File: config.mk
export PLATFORM = sky130hd
export DESIGN_NAME = lsu_flat
export DESIGN_NICKNAME = d
export VERILOG_FILES = /design/src/rtl/lsu_if.sv /design/src/rtl/lsu.sv /design/src/flat_wrapper.sv
export SDC_FILE = /design/constraint.sdc
export NUM_CORES = 1
export LEC_CHECK = 0
export CAP_MARGIN = 15
export CORE_AREA = 2 2 112 114
export DETAILED_ROUTE_END_ITERATION = 8
export DIE_AREA = 0 0 114 116
export PLACE_DENSITY = 0.81
export SLEW_MARGIN = 40
export SYNTH_ARGS = -nofsm -noshare
export SYNTH_HDL_FRONTEND = slang
export SYNTH_SLANG_ARGS = --single-unit
export TNS_END_PERCENT = 5
File: constraint.sdc
create_clock -name clk -period 4.5 [get_ports clk]
set_input_delay 0.45 -clock clk [delete_from_list [all_inputs] [get_ports clk]]
set_output_delay 0.45 -clock clk [all_outputs]
set_load 0.03 [all_outputs]
File: src/rtl/lsu_if.sv
// Core-side and data-memory-side signals of the load/store unit.
// The slave modport is the LSU itself. The master modport is the core and memory environment.
interface lsu_if;
    logic        op_valid;
    logic        op_we;
    logic [2:0]  funct3;
    logic [31:0] addr;
    logic [31:0] wdata;
    logic        stall;
    logic        done;
    logic        fault;
    logic [31:0] rdata;
    logic        mem_req;
    logic        mem_we;
    logic [31:0] mem_addr;
    logic [3:0]  mem_be;
    logic [31:0] mem_wdata;
    logic        mem_ready;
    logic [31:0] mem_rdata;
    logic        mem_err;

    modport slave (
        input  op_valid, op_we, funct3, addr, wdata, mem_ready, mem_rdata, mem_err,
        output stall, done, fault, rdata, mem_req, mem_we, mem_addr, mem_be, mem_wdata
    );

    modport master (
        output op_valid, op_we, funct3, addr, wdata, mem_ready, mem_rdata, mem_err,
        input  stall, done, fault, rdata, mem_req, mem_we, mem_addr, mem_be, mem_wdata
    );
endinterface

File: src/rtl/lsu.sv
// Load/store unit: one req/ready memory transaction per instruction, with byte-lane steering,
// load extension and fault reporting.
//   state | meaning
//   IDLE  | waiting for op_valid; illegal ops fault here with zero latency
//   REQ   | mem_req held with stable mem_* until mem_ready or timeout
//   DONE  | one-cycle done (and fault) pulse, then back to IDLE
module lsu #(
    parameter int TIMEOUT = 16
) (
    input logic  clk,
    input logic  rst_n,
    lsu_if.slave bus
);
    localparam int CW = (TIMEOUT > 1) ? $clog2(TIMEOUT) : 1;
    localparam logic [CW-1:0] CNT_LAST = CW'(TIMEOUT - 1);

    typedef enum logic [1:0] {IDLE, REQ, DONE} state_t;

    state_t      state;
    logic [CW-1:0] cnt;
    logic        mem_req_q, mem_we_q, done_q, fault_q;
    logic [31:0] mem_addr_q, mem_wdata_q, rdata_q;
    logic [3:0]  mem_be_q;
    logic [2:0]  f3_q;
    logic [1:0]  off_q;

    logic        legal, illegal_now;
    logic [3:0]  be_n;
    logic [31:0] wd_n, ld_ext;
    logic [7:0]  ld_byte;
    logic [15:0] ld_half;

    always_comb begin
        legal = 1'b0;
        case (bus.funct3)
            3'b000:         legal = 1'b1;
            3'b001:         legal = ~bus.addr[0];
            3'b010:         legal = (bus.addr[1:0] == 2'b00);
            3'b100:         legal = ~bus.op_we;
            3'b101:         legal = ~bus.op_we & ~bus.addr[0];
            default:        legal = 1'b0;
        endcase
    end

    always_comb begin
        be_n = 4'hF;
        wd_n = bus.wdata;
        if (bus.op_we) begin
            case (bus.funct3[1:0])
                2'b00: begin
                    be_n = 4'b0001 << bus.addr[1:0];
                    wd_n = {4{bus.wdata[7:0]}};
                end
                2'b01: begin
                    be_n = bus.addr[1] ? 4'b1100 : 4'b0011;
                    wd_n = {2{bus.wdata[15:0]}};
                end
                default: begin
                    be_n = 4'hF;
                    wd_n = bus.wdata;
                end
            endcase
        end
    end

    // Extraction uses the lane and width latched at acceptance, not the live core inputs.
    always_comb begin
        case (off_q)
            2'd0:    ld_byte = bus.mem_rdata[7:0];
            2'd1:    ld_byte = bus.mem_rdata[15:8];
            2'd2:    ld_byte = bus.mem_rdata[23:16];
            default: ld_byte = bus.mem_rdata[31:24];
        endcase
        ld_half = off_q[1] ? bus.mem_rdata[31:16] : bus.mem_rdata[15:0];
        case (f3_q)
            3'b000:  ld_ext = {{24{ld_byte[7]}}, ld_byte};
            3'b001:  ld_ext = {{16{ld_half[15]}}, ld_half};
            3'b100:  ld_ext = {24'd0, ld_byte};
            3'b101:  ld_ext = {16'd0, ld_half};
            default: ld_ext = bus.mem_rdata;
        endcase
    end

    always_ff @(posedge clk or negedge rst_n) begin
        if (!rst_n) begin
            state       <= IDLE;
            cnt         <= '0;
            mem_req_q   <= 1'b0;
            mem_we_q    <= 1'b0;
            mem_addr_q  <= '0;
            mem_be_q    <= '0;
            mem_wdata_q <= '0;
            rdata_q     <= '0;
            done_q      <= 1'b0;
            fault_q     <= 1'b0;
            f3_q        <= '0;
            off_q       <= '0;
        end else begin
            case (state)
                IDLE: begin
                    done_q  <= 1'b0;
                    fault_q <= 1'b0;
                    if (bus.op_valid && legal) begin
                        state       <= REQ;
                        cnt         <= '0;
                        mem_req_q   <= 1'b1;
                        mem_we_q    <= bus.op_we;
                        mem_addr_q  <= {bus.addr[31:2], 2'b00};
                        mem_be_q    <= be_n;
                        mem_wdata_q <= wd_n;
                        f3_q        <= bus.funct3;
                        off_q       <= bus.addr[1:0];
                    end
                end
                REQ: begin
                    // mem_ready takes priority over a timeout landing in the same cycle.
                    if (bus.mem_ready) begin
                        state     <= DONE;
                        mem_req_q <= 1'b0;
                        done_q    <= 1'b1;
                        fault_q   <= bus.mem_err;
                        if (!mem_we_q && !bus.mem_err)
                            rdata_q <= ld_ext;
                    end else if (cnt == CNT_LAST) begin
                        state     <= DONE;
                        mem_req_q <= 1'b0;
                        done_q    <= 1'b1;
                        fault_q   <= 1'b1;
                    end else begin
                        cnt <= cnt + 1'b1;
                    end
                end
                default: begin
                    state   <= IDLE;
                    cnt     <= '0;
                    done_q  <= 1'b0;
                    fault_q <= 1'b0;
                end
            endcase
        end
    end

    assign illegal_now   = rst_n & (state == IDLE) & bus.op_valid & ~legal;
    assign bus.stall     = rst_n & (((state == IDLE) & bus.op_valid & legal) | (state == REQ));
    assign bus.done      = done_q | illegal_now;
    assign bus.fault     = fault_q | illegal_now;
    assign bus.rdata     = rdata_q;
    assign bus.mem_req   = mem_req_q;
    assign bus.mem_we    = mem_we_q;
    assign bus.mem_addr  = mem_addr_q;
    assign bus.mem_be    = mem_be_q;
    assign bus.mem_wdata = mem_wdata_q;
endmodule

File: src/flat_wrapper.sv
// flat-port wrapper written by rule: the top's interface ports become plain ports
module lsu_flat 
#(
    parameter int TIMEOUT = 16
)
  (clk, rst_n, bus_op_valid, bus_op_we, bus_funct3, bus_addr, bus_wdata, bus_mem_ready, bus_mem_rdata, bus_mem_err, bus_stall, bus_done, bus_fault, bus_rdata, bus_mem_req, bus_mem_we, bus_mem_addr, bus_mem_be, bus_mem_wdata);
  lsu_if bus_i ();
  input logic clk;
  input logic rst_n;
  input wire logic [$bits(bus_i.op_valid)-1:0] bus_op_valid;
  input wire logic [$bits(bus_i.op_we)-1:0] bus_op_we;
  input wire logic [$bits(bus_i.funct3)-1:0] bus_funct3;
  input wire logic [$bits(bus_i.addr)-1:0] bus_addr;
  input wire logic [$bits(bus_i.wdata)-1:0] bus_wdata;
  input wire logic [$bits(bus_i.mem_ready)-1:0] bus_mem_ready;
  input wire logic [$bits(bus_i.mem_rdata)-1:0] bus_mem_rdata;
  input wire logic [$bits(bus_i.mem_err)-1:0] bus_mem_err;
  output wire logic [$bits(bus_i.stall)-1:0] bus_stall;
  output wire logic [$bits(bus_i.done)-1:0] bus_done;
  output wire logic [$bits(bus_i.fault)-1:0] bus_fault;
  output wire logic [$bits(bus_i.rdata)-1:0] bus_rdata;
  output wire logic [$bits(bus_i.mem_req)-1:0] bus_mem_req;
  output wire logic [$bits(bus_i.mem_we)-1:0] bus_mem_we;
  output wire logic [$bits(bus_i.mem_addr)-1:0] bus_mem_addr;
  output wire logic [$bits(bus_i.mem_be)-1:0] bus_mem_be;
  output wire logic [$bits(bus_i.mem_wdata)-1:0] bus_mem_wdata;
  assign bus_i.op_valid = bus_op_valid;
  assign bus_i.op_we = bus_op_we;
  assign bus_i.funct3 = bus_funct3;
  assign bus_i.addr = bus_addr;
  assign bus_i.wdata = bus_wdata;
  assign bus_i.mem_ready = bus_mem_ready;
  assign bus_i.mem_rdata = bus_mem_rdata;
  assign bus_i.mem_err = bus_mem_err;
  assign bus_stall = bus_i.stall;
  assign bus_done = bus_i.done;
  assign bus_fault = bus_i.fault;
  assign bus_rdata = bus_i.rdata;
  assign bus_mem_req = bus_i.mem_req;
  assign bus_mem_we = bus_i.mem_we;
  assign bus_mem_addr = bus_i.mem_addr;
  assign bus_mem_be = bus_i.mem_be;
  assign bus_mem_wdata = bus_i.mem_wdata;
  lsu #(.TIMEOUT(TIMEOUT)) u_core (.clk(clk), .rst_n(rst_n), .bus(bus_i));
endmodule
==> qor.yml <==
routing:
  vias_per_cell: 5.37
  ant_nets: 0
  drtPass1Iterations: 6
  dr_total_vias: 4578
  drt_iter0_drc: 237
  drc: 0
  wire_per_inst_um: 18.1
  wl_mm: 15.4
clock_network:
  cts_tree: "built"
  htreeDepth: 4
  cts_hold_buf: 0
  post_cts_resized: 0
  clk-insertion-delay-late_ps: 410
  postCtsSetupBuffers: 0
  clk_pin_slew_ps: 50
  cts-root-buf: "clkbuf_16"
  cts_buffer_depth: 2
  cts_buffers: 17
  cts_sinks: 113
placed_design:
  dp_hpwl_mm: 11.1
  gp_congestion: 0.835
  placed_area_um2: 7450
  io_buffers: 207
hold_path:
  hold_path_class: "in -> async"
synth:
  async_flop_share_pct: 100
  synth_common_cells: "dfrtp_1 (113), nand2_1 (67), mux2_2 (51), o21ai_0 (47), mux2i_1 (26)"
  syn_inst: 495
  synth_cell_types: 43
  synth_area_um2: 5290
  yosysWarningCount: 0
  synth.largest_area_cell: "dfrtp_1"
  synth_seq_cells: 113
  yosysTopAreaCellShare_pct: 53.5
  syn_area_per_cell_um2: 10.7
  synth.most_common_cell: "dfrtp_1"
  synthTopCellsByArea: "dfrtp_1 (54%), mux2_2 (11%), mux2i_1 (4.9%), nand2_1 (4.8%), o21ai_0 (4.5%)"
  ys_seq_area_share_pct: 53.5
  synth_ff_type: "dfrtp_1"
  synth_edf_count: 0
cells_and_area:
  areaGrowthSynthToFinish_pct: 53.9
  fin_area_um2: 8130
  fillers: 896
  n_antenna_cell: 0
  drive_gt1_share_pct: 15.2
  fin_nets: 799
global_route:
  grt_pass1_wl_mm: 23.8
  antenna_found_initial: 0
  grt_pass1_vias: 4739
  grt_usage_pct: 23.3
  gr-total-overflow: 0
  grt_start_max_net_pins: 104
floorplanning:
  dieArea_um2: 13200
  die_w_um: 114
  rows: 40
  die_h_um: 116
  io_pins: 210
  start_util_pct: 44.4
  core_area_um2: 11900
timing:
  worst_pin_slew_ps: 747
  hold_viol: 0
  rsz0062_at_grt: "no"
  drv_slew: 0
  maxSlewHeadroom_pct: 50.2
  post-route-min-period_ps: 3100
  setup_viol: 0
  tns_ps: 0
  min_period_over_period_pct: 68.9
  fin_skew_ps: 6.62
  clock.fmax_mhz: 323
setup_path:
  required_ps: 4050
  worst-setup-path-type: "in -> out"
  setup.worst_path.end_class: "output port"
  worstPathArrival_ps: 2650
  start_kind: "primary input"
  crit_fanout: 14
run_status:
  status: "completed"
power:
  p_per_area_nw_per_um2: 643
  peakVddDrop_mv: 0.389
  p_leak_uw: 0.00354
job:
  maxCapViolCount: 0
==> layout make-up <==
class                           count  area (um^2)  share of cell area [%]
Sequential cell                   113         2830                    34.8
Multi-Input combinational cell    341         2300                    28.3
Timing Repair Buffer              214         2130                    26.2
Clock buffer                       21          460                    5.66
Clock inverter                     11          208                    2.55
Tap cell                          147          184                    2.26
Inverter                            6         22.5                   0.277
==> flip-flops by register name, summed over array words and instances, names as in the netlist <==
name,cells
u_core.f3_q,3
u_core.bus.rdata,32
u_core.cnt,4
u_core.done_q,1
u_core.bus.mem_wdata,32
u_core.fault_q,1
u_core.off_q,2
u_core.bus.mem_we,1
u_core.bus.mem_req,1
u_core.bus.mem_addr,30
u_core.state,2
u_core.bus.mem_be,4
==> per-stage QoR <==
stage | total power, uW | setup slack, ps | hold slack (ps) | instances | util (%)
after floorplan | 2750 | 1980 | 154 | 496 | -
after global placement | 3650 | 1470 | 461 | 821 | 62.5
after detailed placement | 3710 | 1430 | 469 | 821 | 62.6
after CTS | 5250 | 1410 | 120 | 853 | 68.2
after global routing | 5440 | 1320 | 160 | 853 | 68.3
final | 5230 | 1400 | 106 | 853 | 68.3
==> cell families after synthesis <==
logic type	Yosys count	share of synthesized area, %
buffers and inverters	42	3.50
AO/OA/AOI/OAI	89	9.73
XOR/XNOR	2	0.331
AND/OR/NAND/NOR	169	16.4
multiplexers	78	16.2
other	1	0.0710
adder cells (fa/ha/maj)	1	0.237
flip-flops	113	53.5
==> critical path: stages <==
cell	delay, ps
clkdlybuf4s50_1	410
buf_4	210
nor4_1	620
o21ai_4	80
a21boi_0	170
clkdlybuf4s50_1	710
==> layout by cell type, fill, tap and decap left out, types with 3 or more instances in the layout <==
master / Yosys / routed
clkdlybuf4s50_1: 0 / 206
dfrtp_1: 113 / 113
nand2_1: 67 / 67
mux2_2: 51 / 51
o21ai_0: 47 / 47
mux2i_1: 26 / 26
nand3_1: 25 / 25
nor2_1: 22 / 21
a21oi_1: 18 / 18
or3_1: 17 / 17
clkbuf_16: 0 / 17
nand3_2: 10 / 10
nor3b_1: 9 / 9
a211oi_1: 8 / 8
inv_1: 6 / 6
nand2b_1: 6 / 6
bufinv_16: 0 / 6
buf_4: 4 / 6
a31oi_1: 5 / 5
clkinv_2: 0 / 4
and3b_1: 3 / 3
a211o_1: 3 / 3
==> final timing paths <==
| check | startpoint | to | slack, ps | cells past startpoint |
|---|---|---|---|---|
| worst min register to register | u_core.bus.mem_wdata[19] | u_core.bus.mem_wdata[19] | 480 | 2 |
| min in group clk | u_core.bus.mem_wdata[19] | u_core.bus.mem_wdata[19] | 480 | 2 |
| worst min-delay path | rst_n | u_core.bus.mem_we | 110 | 1 |
| max in group asynchronous | rst_n | u_core.bus.mem_wdata[8] | 3410 | 2 |
| worst max-delay path | bus_funct3[0] | bus_stall | 1400 | 6 |
| worst max register to register | u_core.state[0] | u_core.bus.rdata[30] | 1860 | 5 |
==> metal layers <==
metal	GRT usage [%]	wire, um	vias to the layer above
li1	-	-	2139
met1	26.9	6060	2214
met2	39.1	7510	199
met3	9.94	1570	26
met4	8.46	285	0
met5	0	0	-
==> power breakdown <==
part	total (uW)	leakage [uW]	switching [uW]	internal, uW
logic	2090	0.00182	1180	919
registers	1600	0.00139	234	1370
clock network	1530	0.000327	469	1060
total	5230	0.00354	1880	3350
(Power assumes the default switching activity.)
